$ cat config.mk
export PLATFORM = sky130hd
export DESIGN_NAME = seq_alu_unit
export DESIGN_NICKNAME = d
export VERILOG_FILES = /design/src/rtl/seq_alu_unit.sv
export SDC_FILE = /design/constraint.sdc
export NUM_CORES = 1
export LEC_CHECK = 0
export ABC_CLOCK_PERIOD_IN_PS = 5600
export CORE_ASPECT_RATIO = 0.9
export CORE_MARGIN = 4
export CORE_UTILIZATION = 50
export DETAILED_ROUTE_END_ITERATION = 8
export GPL_TIMING_DRIVEN = 1
export PLACE_DENSITY_LB_ADDON = 0.3
export REMOVE_ABC_BUFFERS = 1
export SLEW_MARGIN = 20
export SYNTH_ARGS = -nofsm -noshare
export SYNTH_HDL_FRONTEND = slang
export SYNTH_SLANG_ARGS = --single-unit
$ cat constraint.sdc
create_clock -name clk -period 5.6 [get_ports clk]
set_input_delay 1.68 -clock clk [delete_from_list [all_inputs] [get_ports clk]]
set_output_delay 1.68 -clock clk [all_outputs]
set_load 0.03 [all_outputs]
$ cat src/rtl/seq_alu_unit.sv
// seq_alu_unit: multi-cycle execute ALU; single-cycle arithmetic/logic ops,
// SLL/SRL via an iterative 1-bit-per-cycle shifter, valid/ready on both sides.
module seq_alu_unit #(
  parameter int WIDTH = 32
) (
  input  logic             clk,
  input  logic             rst_n,
  input  logic             flush,
  input  logic             in_valid,
  output logic             in_ready,
  input  logic [2:0]       alu_control,
  input  logic [WIDTH-1:0] src_a,
  input  logic [WIDTH-1:0] src_b,
  output logic             out_valid,
  input  logic             out_ready,
  output logic [WIDTH-1:0] result,
  output logic             zero
);
  localparam int SHW = $clog2(WIDTH);
  typedef enum logic [1:0] {IDLE, SHIFT, DONE} state_t;
  state_t state;
  logic [SHW-1:0] cnt;
  logic [SHW-1:0] shamt;
  logic [WIDTH-1:0] acc, acc_n, op_y;
  logic dir, armed, is_shift;
  assign in_ready = (state == IDLE) && armed;
  assign out_valid = (state == DONE);
  assign shamt = src_b[SHW-1:0];
  assign is_shift = (alu_control[1:0] == 2'b01);
  assign acc_n = dir ? acc >> 1 : acc << 1;
  assign op_y = alu_control == 3'b000 ? src_a + src_b :
                alu_control == 3'b010 ? src_a - src_b :
                alu_control == 3'b100 ? src_a ^ src_b :
                alu_control == 3'b110 ? src_a | src_b :
                alu_control == 3'b111 ? src_a & src_b : '0;
  // acc holds the shift in progress so result/zero only change on entry to DONE
  always_ff @(posedge clk or negedge rst_n)
    if (!rst_n) begin
      state  <= IDLE;
      cnt    <= '0;
      acc    <= '0;
      dir    <= 1'b0;
      armed  <= 1'b0;
      result <= '0;
      zero   <= 1'b1;
    end else begin
      armed <= 1'b1;
      if (flush) begin
        state <= IDLE;
        cnt   <= '0;
      end else
        case (state)
          IDLE:
            if (in_valid && in_ready) begin
              if (!is_shift) begin
                result <= op_y;
                zero   <= (op_y == '0);
                state  <= DONE;
              end else if (shamt == '0) begin
                result <= src_a;
                zero   <= (src_a == '0);
                state  <= DONE;
              end else begin
                acc   <= src_a;
                cnt   <= shamt;
                dir   <= alu_control[2];
                state <= SHIFT;
              end
            end
          SHIFT: begin
            acc <= acc_n;
            cnt <= cnt - 1'b1;
            if (cnt == SHW'(1)) begin
              result <= acc_n;
              zero   <= (acc_n == '0);
              state  <= DONE;
            end
          end
          DONE: if (out_ready) state <= IDLE;
          default: state <= IDLE;
        endcase
    end
endmodule
==> flow_summary.toml <==
[outcome]
status = "completed"

[job]
drv_cap = 0

[setup_path]
start_kind = "input port"
path_class = "in2reg"
cpLargestDelayFamily = "compound AO/OA/AOI/OAI gates"
cp-end-kind = "flop"
crit_path_top_delay_cell = "clkdlybuf4s50_1"
timing.rr.start = "dir$_DFFE_PN0P_"
worstPathRequired_ns = 5.84
path_common_cell = "buf_4"
crit_buf_inv = 5
crit_arrival_ns = 5.72
setup.worst_path.start = "src_b[0]"
max_stage_delay_ns = 0.49
cp_max_fo = 3
path_cells = "clkdlybuf4s50_1 -> buf_4 -> ha_1 -> inv_1 -> fa_2 -> nor2b_1 -> o21ai_0 -> buf_4 -> a31oi_1 -> nand3b_1 -> buf_4 -> a211o_1 -> a211o_1 -> mux2i_1 -> xnor2_1 -> a21oi_1 -> nor4_1 -> nand3_1 -> o41ai_2"

[synth]
synth_top_cell_area_share_pct = 18.7
synth_cell_types = 81
synth_area_leaders = "dfrtp_1 19%, ha_1 12%, o21ai_0 6.9%"
synth_ff_type = "dfrtp_1"
yosysSeqAreaShare_pct = 18.9
yosysMostFrequentCell = "nand2_1"
postSynth.asyncResetShare_pct = 100
ys_ff_latch = 74
synthTopCellsByCount = "147 x nand2_1, 135 x o21ai_0, 123 x a21oi_1, 102 x nor2_1, 97 x ha_1"
synth_edf_count = 0
syn_inst = 1368
synth.avg_cell_area_um2 = 7.15
yosys_warnings = 0
yosys.area.top_type = "dfrtp_1"
syn_area_um2 = 9780

[final_layout]
multiInputGateArea_um2 = 7440
nets = 1805
num-fill-cells = 1663
num_antenna_cells = 0
seqCellArea_um2 = 1850
drive_above_1_share_pct = 20.5
area_growth_pct = 34.9
fin_area_um2 = 13200

[floorplan]
design.portCount = 107
fp.dieW_um = 155
initial_utilization_pct = 50.9
rows = 48
core_area_um2 = 19200
dieArea_um2 = 21900
die_y_um = 141

[drt]
wl_um = 41500
drtIter0Drc = 1429
ant_nets = 0
dr.pass1.iters = 7
viasPerCell = 6.28
drc = 0
vias = 11900
routedWlPerCell_um = 22.0

[placed_design]
placed_area_um2 = 12600
place_congestion = 1.02
hpwl_um = 32800
portBuffers = 106

[sta]
fmax_mhz = 183
clock_skew_ns = 0.00707
finalHoldViolations = 0
worst_pin_slew_ns = 0.991
setup_viol = 0
slew_headroom_pct = 33.9
fin_crit_sh_pct = 97.7
tns_ns = 0
rsz0062_at_grt = "yes"
min_period_ns = 5.47
slew_viol_final = 0

[global_route]
grt_max_degree = 83
gr-usage-met2_pct = 55.9
grt_pass1_wl_um = 63800
grtUsageTotal_pct = 36.7
antenna_found_initial = 0
use_met1_pct = 53.5
grtUsageMet3_pct = 6.84
top_usage_layer = "met2"
grt_overflow_total = 0
grt_pass1_vias = 11300

[power_and_ir_drop]
peakVddDrop_mv = 0.151
power_mw = 3.12
power_density_nw_per_um2 = 237
p_leak_nw = 6.05

[clocking]
htree_levels = 3
path_clk_slew_ns = 0.06
hold_buffers = 0
clock_sinks = 74
clockBufferDepth = 2
clk-insertion-delay-late_ns = 0.34
cts_tree = "yes"
cts_buffers = 9
cts_root_buf = "clkbuf_16"

[hold_path]
worstHoldStart = "result[1]$_DFFE_PN0P_"
min_path_type = "reg2reg"
==> timing repair <==
item / 4_1_cts / 5_1_grt
endpoints found under the setup margin: 2 / 4
cloned: 0 / 0
gates resized for setup: 10 / 43
pin swaps: 1 / 13
setup buffers: 0 / 4
==> kinds of logic after synthesis <==
kind of cell	synth area share, %
compound gates	32.1
xor+xnor	1.25
fa+ha+maj	12.8
buf+inv	7.93
flops	18.9
mux	4.72
other cells	0.0383
simple gates	22.2
==> flip-flops by register name, indices dropped and copies added, names as in the netlist <==
register and cells:
acc 32, result 32, cnt 5, state 2
armed 1, dir 1, zero 1
==> power breakdown <==
group          total, mW  switching (mW)  leakage (nW)  internal [mW]
Sequential         0.836           0.143         0.932          0.693
Clock              0.614           0.260         0.146          0.355
Combinational       1.67           0.950          4.97          0.721
==> layout by cell type (no fill, tap or decap), types with 5 or more instances in the layout <==
cell type        netlist  routed
a211oi_1              28      23
nand2_1              147     145
o31ai_1               20      16
nand3b_1               5       5
o31a_1                 5       5
ha_1                  97      92
inv_1                 94      94
a21oi_1              123     119
a211o_1                6       6
clkdlybuf4s50_1        0     103
a21o_1                27      27
o211ai_1              15      15
nor2_1               102     102
nor3_1                31      29
a31oi_1               17      17
or4_1                  8       6
nand3_1               29      28
nand2b_1              14      12
a22oi_1                9       9
and3_1                 9       9
a2bb2oi_1              6       6
mux2_2                 9       9
buf_4                  3     242
nor4_1                25      22
o21bai_1              11      11
and2_1                11      11
o21ai_1                8       9
mux2i_1               36      36
nand4_1               15      15
nor2b_1               21      20
a311oi_1               6       6
dfrtp_1               73      72
clkbuf_16              0       9
or3_1                  6       5
inv_2                  7       7
o22ai_1                8       6
o21ai_0              135     134
nor3b_1               10       9
xnor2_1               12      12
==> final cells by class <==
cell class	instances	area share (%)
Clock buffer	9	1.71
Timing Repair Buffer	349	22.0
Inverter	101	2.87
Clock inverter	7	0.645
Sequential cell	74	14.1
Multi-Input combinational cell	1099	56.4
Tap cell	250	2.37
==> metrics by stage <==
step	cells	utilization (%)	setup WS [ns]	hold slack [ns]
global placement	1869	65.4	-0.542	0.460
detailed placement	1869	65.4	-0.577	0.466
floorplan	1274	-	-0.258	0.465
global route	1889	68.6	-0.0779	0.496
finish	1889	68.6	0.128	0.477
CTS	1885	67.3	0.00359	0.479
==> path summary, 6_finish.rpt <==
check                                             end  cells after the start  slack, ns
worst max-delay path                 zero$_DFFE_PN1P_                     19       0.13
worst max register to register       zero$_DFFE_PN1P_                     14       0.89
worst min register to register  result[1]$_DFFE_PN0P_                      1       0.48
min in group asynchronous          cnt[0]$_DFFE_PN0P_                      1       1.49
worst min-delay path            result[1]$_DFFE_PN0P_                      1       0.48
max in group asynchronous             dir$_DFFE_PN0P_                      1       3.42
==> metal layers <==
metal | vias to the layer above | part of all wire [%] | routed length [um]
met4 | 0 | 2.9 | 1190
met1 | 5621 | 44 | 18200
li1 | 5512 | - | -
met2 | 636 | 43 | 17800
met3 | 97 | 10 | 4310
met5 | - | 0 | 0
Note: power is estimated with default switching activity, not from simulation.
